File: src/rtl/uart_piso_frame.sv
// UART transmit serializer: start bit, DATA_W data bits, optional parity, STOP_BITS stop bits.
// Optional parity stage is compiled in with the UART_PISO_PARITY_EN macro.
module uart_piso_frame #(
  parameter int DATA_W     = 8,
  parameter int STOP_BITS  = 1,
  parameter int MSB_FIRST  = 0,
  parameter int PARITY_ODD = 0
) (
  input  logic              clk,
  input  logic              reset,
  input  logic              baud_tick,
  input  logic [DATA_W-1:0] tx_data,
  input  logic              load_data,
  output logic              ready,
  output logic              data_bit,
  output logic              busy,
  output logic              done
);

  localparam int CNT_W = $clog2(DATA_W) + 1;
  localparam logic [CNT_W-1:0] LAST_DATA = CNT_W'(DATA_W - 1);
  localparam logic [CNT_W-1:0] LAST_STOP = CNT_W'(STOP_BITS - 1);

`ifdef UART_PISO_PARITY_EN
  typedef enum logic [2:0] {
    IDLE   = 3'd0,
    START  = 3'd1,
    DATA   = 3'd2,
    PARITY = 3'd3,
    STOP   = 3'd4
  } state_t;
`else
  typedef enum logic [2:0] {
    IDLE  = 3'd0,
    START = 3'd1,
    DATA  = 3'd2,
    STOP  = 3'd4
  } state_t;
`endif

  state_t            state_r;
  logic [DATA_W-1:0] shift_r;
  logic [CNT_W-1:0]  cnt_r;
`ifdef UART_PISO_PARITY_EN
  logic              parity_r;

  function automatic logic parity_of(input logic [DATA_W-1:0] w);
    return (^w) ^ (PARITY_ODD != 0);
  endfunction
`endif

  // Next bit to drive on the line, taken from the end selected by bit order.
  function automatic logic out_bit(input logic [DATA_W-1:0] w);
    return (MSB_FIRST != 0) ? w[DATA_W-1] : w[0];
  endfunction

  function automatic logic [DATA_W-1:0] shift_next(input logic [DATA_W-1:0] w);
    return (MSB_FIRST != 0) ? {w[DATA_W-2:0], 1'b0} : {1'b0, w[DATA_W-1:1]};
  endfunction

  assign ready = (state_r == IDLE);

  // Frame sequencer; line, busy and done are all registered here.
  always_ff @(posedge clk) begin
    if (reset) begin
      state_r  <= IDLE;
      data_bit <= 1'b1;
      busy     <= 1'b0;
      done     <= 1'b0;
      shift_r  <= '0;
      cnt_r    <= '0;
`ifdef UART_PISO_PARITY_EN
      parity_r <= 1'b0;
`endif
    end else begin
      done <= 1'b0;
      case (state_r)
        IDLE: begin
          data_bit <= 1'b1;
          busy     <= 1'b0;
          if (load_data) begin
            shift_r  <= tx_data;
`ifdef UART_PISO_PARITY_EN
            parity_r <= parity_of(tx_data);
`endif
            cnt_r    <= '0;
            state_r  <= START;
            data_bit <= 1'b0;
            busy     <= 1'b1;
          end
        end
        START: begin
          if (baud_tick) begin
            data_bit <= out_bit(shift_r);
            shift_r  <= shift_next(shift_r);
            cnt_r    <= '0;
            state_r  <= DATA;
          end
        end
        // cnt_r tracks which data bit is currently on the line.
        DATA: begin
          if (baud_tick) begin
            if (cnt_r == LAST_DATA) begin
              cnt_r    <= '0;
`ifdef UART_PISO_PARITY_EN
              state_r  <= PARITY;
              data_bit <= parity_r;
`else
              state_r  <= STOP;
              data_bit <= 1'b1;
`endif
            end else begin
              data_bit <= out_bit(shift_r);
              shift_r  <= shift_next(shift_r);
              cnt_r    <= cnt_r + CNT_W'(1);
            end
          end
        end
`ifdef UART_PISO_PARITY_EN
        PARITY: begin
          if (baud_tick) begin
            cnt_r    <= '0;
            state_r  <= STOP;
            data_bit <= 1'b1;
          end
        end
`endif
        STOP: begin
          if (baud_tick) begin
            if (cnt_r == LAST_STOP) begin
              cnt_r   <= '0;
              state_r <= IDLE;
              done    <= 1'b1;
              busy    <= 1'b0;
            end else begin
              cnt_r <= cnt_r + CNT_W'(1);
            end
          end
        end
        default: begin
          state_r  <= IDLE;
          data_bit <= 1'b1;
          busy     <= 1'b0;
          cnt_r    <= '0;
        end
      endcase
    end
  end

endmodule

File: config.mk
export PLATFORM = sky130hd
export DESIGN_NAME = uart_piso_frame
export DESIGN_NICKNAME = d
export VERILOG_FILES = /design/src/rtl/uart_piso_frame.sv
export SDC_FILE = /design/constraint.sdc
export NUM_CORES = 1
export LEC_CHECK = 0
export BUFFER_PORTS_ARGS = -buffer_cell sky130_fd_sc_hd__buf_2
export CORE_ASPECT_RATIO = 0.8
export CORE_MARGIN = 10
export CORE_UTILIZATION = 60
export DETAILED_ROUTE_END_ITERATION = 12
export GPL_TIMING_DRIVEN = 0
export PLACE_DENSITY = 0.83
export SETUP_SLACK_MARGIN = 0.2
export SYNTH_ARGS = -nofsm -noshare
export SYNTH_HDL_FRONTEND = slang
export SYNTH_SLANG_ARGS = --single-unit
File: constraint.sdc
create_clock -name clk -period 3.07 [get_ports clk]
set_input_delay 0.307 -clock clk [delete_from_list [all_inputs] [get_ports clk]]
set_output_delay 0.307 -clock clk [all_outputs]
set_load 0.005 [all_outputs]
==> impl_metrics.toml, run 1 <==
[status]
status = "complete, no violations"

[sta]
fmax_mhz = 589
finClkSkew_ns = 0.00114
tns_ns = 0
hold_violations = 0
rsz0062_at_grt = "false"
setup_viol = 0
fin_crit_ns = 1.70
finalMaxSlewViolations = 0
tightest_slew_ns = 0.626
relSlewSlack_pct = 57.9
finalCritPeriodShare_pct = 55.3

[synthesis]
synth_mux_area_share_pct = 7.79
synth_top_family_by_area = "compound AO/OA/AOI/OAI gates"
synthArstFlopShare_pct = 0
syn_avg_cell_area_um2 = 9.18
synthAdderAreaFrac_pct = 2.16
ys_seq_area_share_pct = 31.2
synthFlopType = "dfxtp_1"
synth_fp_nets = 140
synth.distinct_cells = 41
synth_cells = 126
synth_compound_area_share_pct = 26.4
synth.cell_area_um2 = 1160
synth_xor_area_share_pct = 1.52
yosys.area_share.simple_pct = 20.2
ys_ff_latch = 18
synth_warnings = 0
synth_edf_count = 0

[pwr]
p_int_uw = 383
combPwrFrac_pct = 23.9
powerDensity_nw_per_um2 = 413
leakage_nw = 0.478
p_sw_share_pct = 28.3
power_frac_seq_pct = 48.7
ir_drop_mv = 0.357
p_sw_uw = 151
pwr-share-clk_pct = 27.3

[grt]
grt_pass1_wl_mm = 4.37
grt_max_degree = 11
grtUsageTotal_pct = 12.7
grt_pass1_vias = 969
grt_overflow = 0
antenna_found_initial = 0

[setup_path]
start_kind = "flop"
r2r_cells = 6
critPathKind = "flop to flop"
path_max_fanout = 10
r2r-start = "cnt_r[0]"
reg2reg_to = "shift_r[4]"
cp.required_ns = 3.28
crit_arrival_ns = 1.90
rrSetupSlack_ns = 1.37
critPathCaptureType = "flop"

[final_layout]
area_growth_pct = 11.8
finalNetCount = 159
diodes = 0
drive_gt1_share_pct = 24.3
final_core_util_pct = 69.6

[clock_tree]
cts-root-buf = "clkbuf_4"
tritoncts = "built"
cts-htree-levels = 1
ctsResizeCount = 0
clk-insertion-delay-late_ns = 0.29
holdBufCountCts = 0
clock_sinks = 18
cts_buffers = 3
post-cts-setup-buffers = 0
path_clk_slew_ns = 0.10
clockBufferDepth = 2

[floorplan]
die_area_um2 = 4090
start_util_pct = 62.3
io_pins = 16
fp.dieH_um = 59.3
rows = 14
core_um2 = 1860
die_w_um = 69.1

[routing]
vias = 1062
dr.pass1.iters = 4
drt-initial-drc-count = 56
final_antenna_net_count = 0
wire_per_inst_um = 16.2
drc = 0
routed_wirelength_mm = 2.71
routed_via_density = 6.32

[placed_design]
hpwlAfterDp_mm = 2.06
gp_congestion = 0.911
port_buffers = 14

[min_path]
min_from = "tx_data[7]"
hold_depth = 3
hold_class = "input port to flop"
worstHoldEndpoint = "shift_r[7]"

[run]
drv_cap = 0
## cell families (layout without fill, tap and decap cells)
| family | count (synthesis) | count (layout) |
|---|---|---|
| compound gates | 40 | 40 |
| simple gates | 38 | 38 |
| flops | 18 | 18 |
| buf+inv | 17 | 35 |
| mux | 9 | 9 |
| fa+ha+maj | 2 | 2 |
| xor+xnor | 2 | 2 |
## worst max-delay path by stage
| stage | from | end | cells after the start |
|---|---|---|---|
| floorplan | cnt_r[0] | cnt_r[1] | 6 |
| global placement | cnt_r[0] | shift_r[5] | 6 |
| detailed placement | cnt_r[0] | shift_r[4] | 6 |
| CTS | cnt_r[0] | shift_r[4] | 6 |
| global route | cnt_r[0] | shift_r[4] | 6 |
| finish | cnt_r[0] | shift_r[4] | 6 |
## layout by cell type (no fill, tap or decap), types with 2 or more instances in the layout
cell type	count
dfxtp_1	18
buf_2	17
a21oi_1	12
mux2i_1	9
nand3_1	9
a311oi_1	7
inv_1	6
nor3_1	5
a211oi_1	5
clkbuf_8	4
nand3b_1	4
nand2_1	4
buf_6	3
nor2_1	3
clkbuf_4	3
xnor2_1	2
o21ai_0	2
or3_1	2
nor3b_1	2
nand4b_1	2
a31oi_1	2
o211ai_1	2
ha_1	2
## state kept, by name, summed over array words and instances, names as in the netlist
signal	flops
data_bit	1
shift_r	8
done	1
state_r	3
busy	1
cnt_r	4
## power by group through the flow
stage	combinational (mW)	clock, mW	sequential [mW]
floorplan	0.0966	0	0.263
global placement	0.123	0	0.264
detailed placement	0.127	0	0.265
CTS	0.127	0.148	0.260
global route	0.140	0.157	0.262
finish	0.128	0.146	0.260
## layout make-up
| cell class | count | area [um2] |
|---|---|---|
| multi-input combinational | 91 | 672 |
| fill | 154 | 564 |
| sequential | 18 | 360 |
| buffer | 11 | 101 |
| timing repair buffer | 14 | 70.1 |
| clock buffer | 4 | 36.3 |
| tap | 24 | 30.0 |
| inverter | 6 | 22.5 |
## per-layer routing
metal	GRT usage (%)	part of all wire, %	vias up	wire [um]
met2	19.7	45	33	1230
met1	15.5	48	509	1300
met4	4.87	0.96	0	26
met3	5.03	6.1	4	165
li1	-	-	516	-
met5	0	0	-	0
## Yosys cell counts (2+ instances only)
library cell  count  area, um2
buf_6             3       33.8
nand3b_1          4       30.0
xnor2_1           2       17.5
clkbuf_8          3       41.3
nor3b_1           2       15.0
o211ai_1          2       15.0
buf_2             3       15.0
nand3_1           9       45.0
a21oi_1          12       60.1
a311oi_1          7       61.3
nand2_1           4       15.0
inv_1             6       22.5
a211oi_1          5       37.5
or3_1             2       12.5
ha_1              2       25.0
nor3_1            5       25.0
nand4b_1          2       17.5
nor2_1            3       11.3
o21ai_0           2       10.0
dfxtp_1          18        360
mux2i_1           9       90.1
a31oi_1           2       12.5
## metrics by stage
step	worst slack, ns	total power, mW	cells	instance area, um2	hold slack [ns]
finish	1.37	0.534	168	1290	0.279
global route	1.25	0.559	168	1290	0.309
CTS	1.37	0.536	168	1290	0.270
detailed placement	1.39	0.392	164	1260	0.487
global placement	1.43	0.387	164	1260	0.469
floorplan	1.55	0.360	126	1160	0.449
## critical path, stage by stage (launching register included)
cell      delay (ns)
dfxtp_1         0.35
ha_1            0.25
and3b_4         0.23
o221ai_4        0.29
buf_6           0.18
a21oi_1         0.07
a311oi_1        0.24
Power figures use the tool's default switching activity.
==> run 2, diff against run 1 <==
- CORE_UTILIZATION: 60 -> 56
- PLACE_DENSITY: 0.83 -> 0.78
- clock period: 3.07 -> 1.7 ns (I/O delays scaled with it)
==> impl_metrics.toml, run 2 (synthesized netlist as in run 1, its figures left out) <==
[clock_tree]
clockBufferDepth = 2
path_clk_slew_ns = 0.10
tritoncts = "built"
clk-insertion-delay-late_ns = 0.30
cts-htree-levels = 1
clock_sinks = 18
cts_buffers = 3
cts-root-buf = "clkbuf_4"

[floorplan]
die_w_um = 70.8
start_util_pct = 60.0
rows = 14
core_um2 = 1930
io_pins = 16
die_area_um2 = 4290
fp.dieH_um = 60.6

[routing]
dr.pass1.iters = 5
routed_via_density = 6.60
drt-initial-drc-count = 154
routed_wirelength_mm = 3.51
drc = 0
final_antenna_net_count = 0
vias = 1182
wire_per_inst_um = 19.6

[final_layout]
reg.largest.list = "shift_r: 8 flops, cnt_r: 4 flops, state_r: 3 flops"
mostFrequentLayoutCells = "buf_2, dfxtp_1, buf_4"
area_growth_pct = 27.9
drive_gt1_share_pct = 42.6
fill_cells = 132
finalNetCount = 171
layout_commonest_cell = "buf_2"
stdcell_count = 179
regArea_um2 = 370
diodes = 0
regMostFlops = "shift_r"
largest_reg_flops = 8
multiInputGateArea_um2 = 763

[setup_path]
reg2reg_to = "shift_r[6]"
start_kind = "flop"
r2r_cells = 5
rrSetupSlack_ns = 0.18
path_max_fanout = 10
r2r-start = "state_r[1]"
critPathCaptureType = "flop"
critPathKind = "flop to flop"
startpoint = "state_r[1]"
cp.required_ns = 1.90
crit_arrival_ns = 1.72

[pwr]
ir_drop_mv = 0.573
powerDensity_nw_per_um2 = 665
leakage_nw = 0.546

[placed_design]
post-place-cells = 164
port_buffers = 14
gp_congestion = 0.833
hpwlAfterDp_mm = 2.19

[min_path]
hold_class = "input port to flop"
min_from = "tx_data[7]"
hold_depth = 3
worstHoldEndpoint = "shift_r[7]"

[grt]
grt_pass1_vias = 1034
antenna_found_initial = 0
grt_pass1_wl_mm = 5.39
grt_max_degree = 11
grt_overflow = 0
grtUsageTotal_pct = 15.1

[sta]
relSlewSlack_pct = 66.9
finClkSkew_ns = 0.0121
tightest_slew_ns = 0.496
hold_violations = 0
finalCritPeriodShare_pct = 89.4
fin_crit_ns = 1.52
setup_viol = 0
fmax_mhz = 658
finalMaxSlewViolations = 0
tns_ns = 0
rsz0062_at_grt = "true"

[run]
drv_cap = 0

[status]
status = "complete, no violations"
-- run 2: changes by cell type in the layout (fill, tap and decap cells not counted), moves of 2 or more --
cell      change
a21oi_1       -3
a21oi_2       +3
a311oi_1      -3
a311oi_2      +3
buf_4        +10
dfxtp_1       -4
dfxtp_2       +2
dfxtp_4       +2
ha_1          -2
ha_4          +2
inv_1         -2
inv_4         +2
-- run 2: critical path, stage by stage (launching register included) --
cell,delay (ns)
dfxtp_2,0.35
buf_6,0.14
xnor2_1,0.32
nor2_4,0.14
mux2i_1,0.17
a311oi_2,0.31
-- run 2: what timing repair did --
action | in CTS | in global routing
gates cloned | 1 | 0
setup buffers | 5 | 6
gates resized for setup | 8 | 18
hold buffers | 0 | 0
pin swaps | 9 | 7
setup endpoints to repair | 11 | 13
-- run 2: area by class of cell --
| cell class | count | area share [%] |
|---|---|---|
| tap | 24 | 2.03 |
| buffer | 11 | 7.02 |
| multi-input combinational | 91 | 51.6 |
| inverter | 6 | 1.86 |
| clock buffer | 3 | 1.52 |
| timing repair buffer | 26 | 10.9 |
| sequential | 18 | 25.0 |
-- run 2: how the worst max path moves through the flow --
stage / cells after the start / end
after global placement: 6 / shift_r[5]
after global routing: 5 / state_r[0]
after floorplan: 6 / cnt_r[1]
after CTS: 6 / shift_r[2]
after detailed placement: 6 / shift_r[5]
final: 5 / shift_r[6]
-- run 2: layer usage --
metal  vias to the layer above  routed length [um]  share of wire (%)  global-route usage (%)
met5                         -                   0                  0                       0
met4                         0                  97                2.8                    3.31
met1                       540                1500                 43                    20.1
met2                        79                1560                 44                    23.6
li1                        549                   -                  -                       -
met3                        14                 349                9.9                    4.40
-- run 2: stage by stage --
step / cell area (um2) / worst slack (ns) / total power [mW] / utilization, % / hold slack, ns
global route: 1480 / 0.122 / 1.02 / 76.8 / 0.157
CTS: 1360 / 0.198 / 0.941 / 70.3 / 0.146
global placement: 1260 / 0.0890 / 0.699 / 65.5 / 0.437
detailed placement: 1260 / 0.0766 / 0.710 / 65.5 / 0.460
finish: 1480 / 0.180 / 0.984 / 76.8 / 0.140
floorplan: 1160 / 0.205 / 0.651 / - / 0.322
-- run 2: power breakdown --
group	internal (mW)	total (mW)	leakage, nW	switching [mW]
clock network	0.0826	0.221	0.0138	0.138
logic	0.139	0.293	0.383	0.153
registers	0.451	0.471	0.150	0.0200
total	0.673	0.984	0.546	0.311
==> run 3, diff against run 2 <==
- BUFFER_PORTS_ARGS: -buffer_cell sky130_fd_sc_hd__buf_2 -> -buffer_cell sky130_fd_sc_hd__clkbuf_2
==> impl_metrics.toml, run 3 (synthesized netlist as in run 1, its figures left out) <==
[status]
status = "complete, no violations"

[placed_design]
hpwlAfterDp_mm = 2.16
place_ws_ns = 0.0698
post_dp_cell_area_um2 = 1260
port_buffers = 14
gp_congestion = 0.831
post-place-cells = 164

[final_layout]
fin_area_um2 = 1420
area_growth_pct = 22.9
fill_cells = 165
drive_gt1_share_pct = 36.9
reg.largest.list = "shift_r: 8 flops, cnt_r: 4 flops, state_r: 3 flops"
stdcell_count = 173
largest_reg_flops = 8
diodes = 0
finalNetCount = 165
final_core_util_pct = 73.8
regMostFlops = "shift_r"
mostFrequentLayoutCells = "dfxtp_1, clkbuf_2, a21oi_1"

[pwr]
leakage_nw = 0.519
ir_drop_mv = 0.539
powerDensity_nw_per_um2 = 670
total_power_uw = 953

[setup_path]
crit_arrival_ns = 1.79
cp.required_ns = 1.93
cp_slowest_cell = "dfxtp_4"
reg2reg_to = "shift_r[0]"
critPathKind = "flop to flop"
path_cells = "ha_4 -> and3b_4 -> o221ai_4 -> buf_4 -> a21oi_1 -> a311oi_1"
startpoint = "cnt_r[0]"
path_max_fanout = 5
r2r-start = "cnt_r[0]"
max_stage_delay_ns = 0.39
r2r_cells = 6
critPathCaptureType = "flop"
rrSetupSlack_ns = 0.14
start_kind = "flop"

[clock_tree]
clock_sinks = 18
cts_buffers = 3
holdBufCountCts = 0
clk-insertion-delay-late_ns = 0.31
cts-htree-levels = 1
clockBufferDepth = 2
cts-root-buf = "clkbuf_4"
path_clk_slew_ns = 0.11
tritoncts = "built"

[grt]
grt_pass1_wl_mm = 4.95
grt_overflow = 0
grt_max_degree = 11
antenna_found_initial = 0
grtUsageTotal_pct = 14.2
grt_pass1_vias = 1006

[routing]
routed_via_density = 6.30
drt-initial-drc-count = 145
final_antenna_net_count = 0
wire_per_inst_um = 17.7
drc = 0
vias = 1090
dr.pass1.iters = 4
routed_wirelength_mm = 3.06

[floorplan]
fp.dieH_um = 60.6
io_pins = 16
rows = 14
die_area_um2 = 4290
die_w_um = 70.8
start_util_pct = 60.0
core_um2 = 1930

[sta]
finalMaxSlewViolations = 0
whs_ns = 0.109
finClkSkew_ns = 0.00686
fin_crit_ns = 1.56
hold_violations = 0
rsz0062_at_grt = "true"
tns_ns = 0
fmax_mhz = 640
finalCritPeriodShare_pct = 91.9
setup_viol = 0
relSlewSlack_pct = 67.5
worst_slack_ns = 0.137
tightest_slew_ns = 0.488

[min_path]
hold_depth = 3
min_from = "tx_data[7]"
worstHoldEndpoint = "shift_r[7]"
hold_class = "input port to flop"

[run]
drv_cap = 0
==> run 3: changes by cell type in the layout (fill, tap and decap cells not counted), sizes merged <==
cell and change:
clkbuf +14, buf -20
==> run 3: per-layer routing <==
layer / wire length, um / share of wire (%) / track usage [%]
met4: 39 / 1.3 / 4.41
met2: 1410 / 46 / 21.3
met5: 0 / 0 / 0
met3: 257 / 8.4 / 5.06
met1: 1360 / 44 / 18.5
==> run 3: cell type report <==
| type | instances | area (um2) | share of cell area (%) |
|---|---|---|---|
| Tap cell | 24 | 30.0 | 2.11 |
| Inverter | 6 | 27.5 | 1.94 |
| Buffer | 11 | 109 | 7.66 |
| Multi-Input combinational cell | 91 | 749 | 52.7 |
| Timing Repair Buffer | 20 | 113 | 7.92 |
| Sequential cell | 18 | 370 | 26.1 |
| Clock buffer | 3 | 22.5 | 1.58 |
==> run 3: worst max-delay path by stage <==
stage / to / slack [ns] / cells past startpoint
final: shift_r[0] / 0.14 / 6
after global routing: shift_r[3] / 0.07 / 6
after CTS: cnt_r[1] / 0.20 / 6
after detailed placement: shift_r[5] / 0.07 / 6
after global placement: shift_r[5] / 0.09 / 6
after floorplan: cnt_r[1] / 0.21 / 6
==> run 3: critical path, delay by kind of cell, from the launching register on <==
kind	cells	cell delay, ns
simple gates	1	0.19
fa+ha+maj	1	0.17
flops	1	0.39
compound gates	3	0.57
buf+inv	1	0.16
==> run 3: power breakdown <==
group,total [mW],switching (mW),internal [mW]
combinational,0.259,0.133,0.126
clock,0.226,0.143,0.0831
sequential,0.468,0.0176,0.450
==> run 3: what timing repair did <==
item	in CTS	in global routing
pin swaps	8	7
buffers inserted	3	2
endpoints found under the setup margin	11	14
gates cloned	1	0
gates resized for setup	9	16
